$ cat src/rtl/reg_share_arbiter.sv
// rtl/reg_share_arbiter.sv - round-robin write-ownership arbiter for one shared register
// Grants one of N requesters at a time, bounds hold time under contention, writes q from the owner lane.
module reg_share_arbiter #(
    parameter int N        = 4,
    parameter int WIDTH    = 8,
    parameter int MAX_HOLD = 4
) (
    input  logic                 clk,
    input  logic                 rst,
    input  logic [N-1:0]         req,
    input  logic [N-1:0]         wr_en,
    input  logic [N*WIDTH-1:0]   wdata,
    output logic [N-1:0]         gnt,
    output logic [$clog2(N)-1:0] owner,
    output logic                 busy,
    output logic [WIDTH-1:0]     q,
    output logic                 q_valid
);

    localparam int IW = $clog2(N);
    localparam int HW = $clog2(MAX_HOLD + 1);

    typedef enum logic {
        IDLE = 1'b0,
        BUSY = 1'b1
    } state_t;

    state_t            r_state;
    state_t            w_state_nxt;
    logic [N-1:0]      r_gnt;
    logic [N-1:0]      w_gnt_nxt;
    logic [IW-1:0]     r_owner;
    logic [IW-1:0]     w_owner_nxt;
    logic [IW-1:0]     r_ptr;
    logic [IW-1:0]     w_ptr_nxt;
    logic [HW-1:0]     r_hcnt;
    logic [HW-1:0]     w_hcnt_nxt;
    logic [WIDTH-1:0]  r_q;
    logic              r_q_valid;

    logic [N-1:0]      w_others;
    logic [IW-1:0]     w_win;
    logic              w_do_grant;
    logic              w_wr;
    logic [WIDTH-1:0]  w_lane [N];

    // First set bit of mask, searching upward from start and wrapping modulo N.
    function automatic logic [IW-1:0] rr_pick(input logic [N-1:0] mask, input logic [IW-1:0] start);
        logic [IW-1:0] pick;
        logic [IW-1:0] idx;
        logic          found;
        pick  = '0;
        found = 1'b0;
        for (int k = 0; k < N; k++) begin
            idx = IW'((int'(start) + k) % N);
            if (!found && mask[idx]) begin
                found = 1'b1;
                pick  = idx;
            end
        end
        return pick;
    endfunction

    always_comb begin
        for (int i = 0; i < N; i++) begin
            w_lane[i] = wdata[i*WIDTH +: WIDTH];
        end
    end

    // The current owner is masked out, so a preempted owner cannot win its own handover.
    assign w_others = req & ~r_gnt;
    assign w_win    = rr_pick(w_others, r_ptr);
    assign w_wr     = r_gnt[r_owner] & wr_en[r_owner];

    always_comb begin
        w_state_nxt = r_state;
        w_gnt_nxt   = r_gnt;
        w_owner_nxt = r_owner;
        w_ptr_nxt   = r_ptr;
        w_hcnt_nxt  = r_hcnt;
        w_do_grant  = 1'b0;
        case (r_state)
            IDLE: begin
                if (|req) begin
                    w_do_grant = 1'b1;
                end
            end
            BUSY: begin
                if (!req[r_owner]) begin
                    if (|w_others) begin
                        w_do_grant = 1'b1;
                    end else begin
                        w_state_nxt = IDLE;
                        w_gnt_nxt   = '0;
                        w_hcnt_nxt  = '0;
                    end
                end else if ((r_hcnt == HW'(MAX_HOLD)) && (|w_others)) begin
                    w_do_grant = 1'b1;
                end else if (r_hcnt != HW'(MAX_HOLD)) begin
                    w_hcnt_nxt = r_hcnt + HW'(1);
                end
            end
            default: begin
                w_state_nxt = IDLE;
                w_gnt_nxt   = '0;
            end
        endcase
        if (w_do_grant) begin
            w_state_nxt = BUSY;
            w_gnt_nxt   = N'(1) << w_win;
            w_owner_nxt = w_win;
            w_ptr_nxt   = (w_win == IW'(N - 1)) ? '0 : w_win + IW'(1);
            w_hcnt_nxt  = '0;
        end
    end

    always_ff @(posedge clk or negedge rst) begin
        if (!rst) begin
            r_state <= IDLE;
            r_gnt   <= '0;
            r_owner <= '0;
            r_ptr   <= '0;
            r_hcnt  <= '0;
        end else begin
            r_state <= w_state_nxt;
            r_gnt   <= w_gnt_nxt;
            r_owner <= w_owner_nxt;
            r_ptr   <= w_ptr_nxt;
            r_hcnt  <= w_hcnt_nxt;
        end
    end

    // Uses the grant held before the edge, so a final-cycle write lands and a new winner's strobe does not.
    always_ff @(posedge clk or negedge rst) begin
        if (!rst) begin
            r_q       <= '0;
            r_q_valid <= 1'b0;
        end else if (w_wr) begin
            r_q       <= w_lane[r_owner];
            r_q_valid <= 1'b1;
        end
    end

    assign gnt     = r_gnt;
    assign owner   = r_owner;
    assign busy    = |r_gnt;
    assign q       = r_q;
    assign q_valid = r_q_valid;

endmodule

$ cat config.mk
export PLATFORM = sky130hd
export DESIGN_NAME = reg_share_arbiter
export DESIGN_NICKNAME = d
export VERILOG_FILES = /design/src/rtl/reg_share_arbiter.sv
export SDC_FILE = /design/constraint.sdc
export NUM_CORES = 1
export LEC_CHECK = 0
export CAP_MARGIN = 20
export CORE_ASPECT_RATIO = 0.75
export CORE_UTILIZATION = 42
export CTS_BUF_LIST = sky130_fd_sc_hd__clkbuf_8
export CTS_CLUSTER_SIZE = 16
export DETAILED_ROUTE_END_ITERATION = 10
export PLACE_DENSITY_LB_ADDON = 0.12
export SYNTH_ARGS = -nofsm -noshare
export SYNTH_HDL_FRONTEND = slang
export SYNTH_SLANG_ARGS = --single-unit
$ cat constraint.sdc
create_clock -name clk -period 2.6 [get_ports clk]
set_input_delay 0.52 -clock clk [delete_from_list [all_inputs] [get_ports clk]]
set_output_delay 0.52 -clock clk [all_outputs]
set_load 0.01 [all_outputs]
-- Word level (Yosys, flattened, before mapping)
Index checks and enable logic that the tools add are counted.
- output and inout port bits: 16
- logic and storage cells: 88
- bits in registers: 21
- input port bits: 42
- muxes and demuxes: 43
- reduce and logical (&&, ||, !) cells: 13
- magnitude comparators: 6
- add/sub/neg operators: 5
- bitwise logic cells: 5
- equality and inequality tests: 8
- shift-type cells: 1
- operators with widths (operator ; number):
    $mux W3 ; 6
    $mux W1 ; 17
    $bmux W8 S2 ; 1
    $mux W4 ; 4
    $mux W8 ; 2
    $lt A2 B3 Y1 const B ; 5
    $bmux W1 S2 ; 7
    $reduce_or A4 Y1 ; 3
    $mux W2 ; 5
    $ne A3 B3 Y1 const B ; 3
    $add A2 B1 Y2 const B ; 2
    $add A2 B2 Y2 const B ; 2
    $and A4 B4 Y4 ; 1
    $logic_and A1 B1 Y1 ; 4
    $ne A2 B2 Y1 const B ; 2
    $not A4 Y4 ; 1
    $reduce_and A4 Y1 ; 1
    $shl A1 B2 Y4 const A ; 1
    $add A3 B1 Y3 const B ; 1
    $eq A3 B3 Y1 const B ; 1
    $ge A3 B3 Y1 const B ; 1
    $logic_not A1 Y1 ; 3
    $ne A3 B2 Y1 const B ; 1
    $not A2 Y3 ; 1
    other kinds (6) ; 6

-- Longest topological paths before layout
- word-level depth: 16
- mapped depth: 8
- gate-level depth less buffers: 7

-- Worst setup path before layout
No wires, ideal clock.
- path kind: input to register
- from: input req[3]
- to: register r_owner[1] (netlist: owner[1])
- arrival: 1.913 ns
- required time: 2.475 ns
- path buffers: 1
- stages: 5
- setup time: 0.125 ns
- path slack: 0.562 ns
- path through: mux4_2 and3_4 a211oi_4 buf_6 mux2_4
- longest elaborated chain between the ends: 13
- elaborated cells between the ends (all ways): 32
- classes of those cells: mux: 22; bitwise: 1; reduce/logical: 9
- ends and longest elaborated chain (element ; line ; source):
    start, declared ; 10 ; input logic [N-1:0] req,
    $and A4 B4 Y4 ; 71 ; assign w_others = req & ~r_gnt;
    $bmux W1 S2 ; 56 ; if (!found && mask[idx]) begin
    $mux W1 (not written as such) ; 56 ;
    $mux W1 ; 56 ;
    $logic_not A1 Y1 ; 56 ;
    $logic_and A1 B1 Y1 ; 56 ;
    $mux W1 ; 56 ;
    $logic_not A1 Y1 ; 56 ;
    $logic_and A1 B1 Y1 ; 56 ;
    $mux W1 ; 56 ;
    $logic_not A1 Y1 ; 56 ;
    $logic_and A1 B1 Y1 ; 56 ;
    $mux W2 ; 56 ;
    end signal, assigned ; 127 ; r_owner <= w_owner_nxt;
    end, declared ; 32 ; logic [IW-1:0] r_owner;
Several ways; a longest one is shown, not always the timed one. The select of a mux whose other input is x is not followed.
A chain may end at the register's enable or synchronous reset.

-- Final worst setup path
- from: input req[0]
- to: register r_ptr[0]
- longest elaborated chain between the ends: 15
- elaborated cells between the ends (all ways): 35
- classes of those cells: add/sub: 1; eq/ne: 1; mux: 23; bitwise: 1; reduce/logical: 9
- ends and longest elaborated chain (element ; line ; source):
    $and A4 B4 Y4 ; 71 ;
    $bmux W1 S2 ; 56 ;
    $mux W1 (not written as such) ; 56 ;
    $mux W1 ; 56 ;
    $logic_not A1 Y1 ; 56 ;
    $logic_and A1 B1 Y1 ; 56 ;
    $mux W1 ; 56 ;
    $logic_not A1 Y1 ; 56 ;
    $logic_and A1 B1 Y1 ; 56 ;
    $mux W1 ; 56 ;
    $logic_not A1 Y1 ; 56 ;
    $logic_and A1 B1 Y1 ; 56 ;
    $mux W2 ; 56 ;
    $add A2 B1 Y2 / $eq A2 B2 Y1 (equally long branches) ; 112 ; w_ptr_nxt = (w_win == IW'(N - 1)) ? '0 : w_win + IW'(1);
    $mux W2 ; 112 ;
    end signal, assigned ; 128 ; r_ptr <= w_ptr_nxt;
    end, declared ; 34 ; logic [IW-1:0] r_ptr;
Several ways; a longest one is shown, not always the timed one. The select of a mux whose other input is x is not followed.

==> impl_metrics.env <==
export IMPL_status="completed"
export IMPL_r2r_start="owner[1]"
export IMPL_place_congestion=0.838
export IMPL_synth_commonest_cells="21 x dfrtp_1, 9 x mux2_2, 9 x mux4_2, 8 x nand2_1"
export IMPL_crit_fanout=5
export IMPL_clock_sinks=21
export IMPL_grt_pass1_wl_um=5550
export IMPL_path_cells="clkdlybuf4s50_1 > mux4_2 > and3_4 > a211oi_4 > buf_4 > nand2_1 > o21a_1"
export IMPL_final_area_mm2=0.00203
export IMPL_final_hold_violation_count=0
export IMPL_cts_buffers_inserted=3
export IMPL_cts_max_path_buffers=2
export IMPL_worst_setup_path_end_kind="flip-flop"
export IMPL_crit_required_ps=2750
export IMPL_crit_start="req[0]"
export IMPL_cts_htree_levels=1
export IMPL_tightest_slew_ps=485
export IMPL_ant_nets=0
export IMPL_portBuffers=57
export IMPL_worstPathArrival_ps=2500
export IMPL_r2r_end="r_ptr[0]"
export IMPL_clkLatencyLatePin_ps=260
export IMPL_period_share_pct=90.5
export IMPL_fin_util_pct=68.3
export IMPL_skew_ps=1.78
export IMPL_ys_seq_area_share_pct=39.3
export IMPL_synth_edf_count=0
export IMPL_yosys_area_top_type="dfrtp_1"
export IMPL_grt_max_degree=22
export IMPL_core_mm2=0.00298
export IMPL_fp_row_count=17
export IMPL_wl_per_cell_um=15.9
export IMPL_clk_pin_slew_ps=80
export IMPL_setup_viol=0
export IMPL_ys_seq_elements=21
export IMPL_die_w_um=67.2
export IMPL_cts_tree="yes"
export IMPL_initial_core_util_pct=44.9
export IMPL_worst_hold_slack_ps=484
export IMPL_cp_top_family="buffers and inverters"
export IMPL_timing_fmax_ghz=0.425
export IMPL_dieArea_mm2=0.00342
export IMPL_synthTopCellsByArea="dfrtp_1 39%, mux4_2 15%, mux2_2 7.6%"
export IMPL_yosys_warnings=0
export IMPL_worstHoldPathCells=1
export IMPL_grt_usage_pct=22.7
export IMPL_io_pins=58
export IMPL_synth_top_area_share_pct=39.3
export IMPL_ir_worst_vdd_mv=0.637
export IMPL_fp_dieH_um=50.9
export IMPL_post_cts_resized=0
export IMPL_areaGrowthSynthToFinish_pct=52.1
export IMPL_cts_hold_buf=0
export IMPL_maxCapViolations=0
export IMPL_drt_iter0_drc=52
export IMPL_first_global_vias=1156
export IMPL_first_pass_iters=4
export IMPL_placed_cell_area_mm2=0.00199
export IMPL_whs_endpoint="q_valid"
export IMPL_finalCriticalPeriod_ps=2350
export IMPL_hp_start="q_valid"
export IMPL_overflow=0
export IMPL_syn_nets=161
export IMPL_drc_errors=0
export IMPL_nNetsFinal=227
export IMPL_diodes=0
export IMPL_cts_setup_buffers=0
export IMPL_yosysUniqueCellTypes=37
export IMPL_leakage_uw=0.000825
export IMPL_hold_path_class="reg2reg"
export IMPL_r2r_cells=6
export IMPL_fin_tns_setup_ps=0
export IMPL_drt_total_wl_um=3430
export IMPL_post_dp_hpwl_um=2680
export IMPL_drive_above_1_share_pct=20.8
export IMPL_slowest_stage="mux4_2"
export IMPL_worstSetupStartpointType="input pin"
export IMPL_syn_inst=113
export IMPL_viasPerCell=5.33
export IMPL_path_buf_inv=2
export IMPL_worst_r2r_setup_slack_ps=610
export IMPL_dr_total_vias=1152
export IMPL_antenna_found_initial=0
export IMPL_critPathKind="in2reg"
export IMPL_synth_main_ff_cell="dfrtp_1"
export IMPL_totalPowerFinal_uw=2110
export IMPL_syn_cell_area_mm2=0.00134
export IMPL_p_per_area_mw_per_mm2=1040
export IMPL_root_buffer="clkbuf_8"
export IMPL_rsz0062_at_grt="no"
export IMPL_slew_headroom_pct=67.6
export IMPL_synthArstFlopShare_pct=100
export IMPL_slowest_delay_ps=510
export IMPL_finalMaxSlewViolations=0
export IMPL_yosysMostFrequentCell="dfrtp_1"
export IMPL_syn_avg_cell_area_um2=11.8
## flip-flops by register name, indices dropped and copies added, names as in the netlist
signal / count
q_valid: 1
gnt: 4
q: 8
owner: 2
r_ptr: 2
r_state: 1
r_hcnt: 3
## cells in the final DEF (no fill, tap or decap), types with 2 or more instances in the layout
cell	netlist	final
buf_4	0	7
a22o_1	4	4
dfrtp_1	21	21
nor2b_1	6	6
nand3_1	3	3
o21ai_0	4	4
o21a_1	2	2
nand2b_1	3	3
nand2_1	8	8
mux4_2	9	9
mux2_2	9	9
nor2_1	5	5
clkbuf_8	0	3
clkdlybuf4s50_1	0	57
a21oi_1	4	4
ha_1	6	6
inv_1	6	6
## area by class of cell
cell class	count	area (µm²)
Fill cell	211	943
Multi-Input combinational cell	83	769
Timing Repair Buffer	64	623
Sequential cell	21	526
Tap cell	38	47.5
Clock buffer	3	41.3
Inverter	6	22.5
Clock inverter	1	5.00
## report_power, final
part           switching [µW]  internal [µW]
Sequential                127            471
Combinational             545            753
Clock                     105            107
Total                     777           1330
## cells by family (layout without fill, tap and decap cells)
family                   after synthesis  in the layout  share of synthesized area [%]
AND/OR/NAND/NOR                       34             34                           14.5
AO/OA/AOI/OAI                         24             24                           13.6
flip-flops                            21             21                           39.3
multiplexers                          19             19                           23.9
buffers and inverters                  9             74                           3.18
adder cells (fa/ha/maj)                6              6                           5.61
## per-layer routing
layer	global-route usage (%)	share of wire, %
met2	38.2	49
met5	0	0
met4	8.16	1.6
met1	28.7	45
met3	4.69	3.8
## worst max path at each step
stage / to / slack (ps) / depth (start not counted)
5_1_grt: r_ptr[0] / 180 / 7
4_1_cts: r_ptr[0] / 280 / 7
2_1_floorplan: owner[1] / 560 / 5
3_5_place_dp: r_ptr[0] / -5 / 7
6_report: r_ptr[0] / 250 / 7
3_3_place_gp: r_ptr[1] / 100 / 5
## metrics by stage
step                      instances  setup slack [ps]
final                           216               247
after global routing            216               175
after CTS                       216               275
after detailed placement        212             -5.06
after global placement          212              95.8
after floorplan                 113               562
Power figures use the tool's default switching activity.
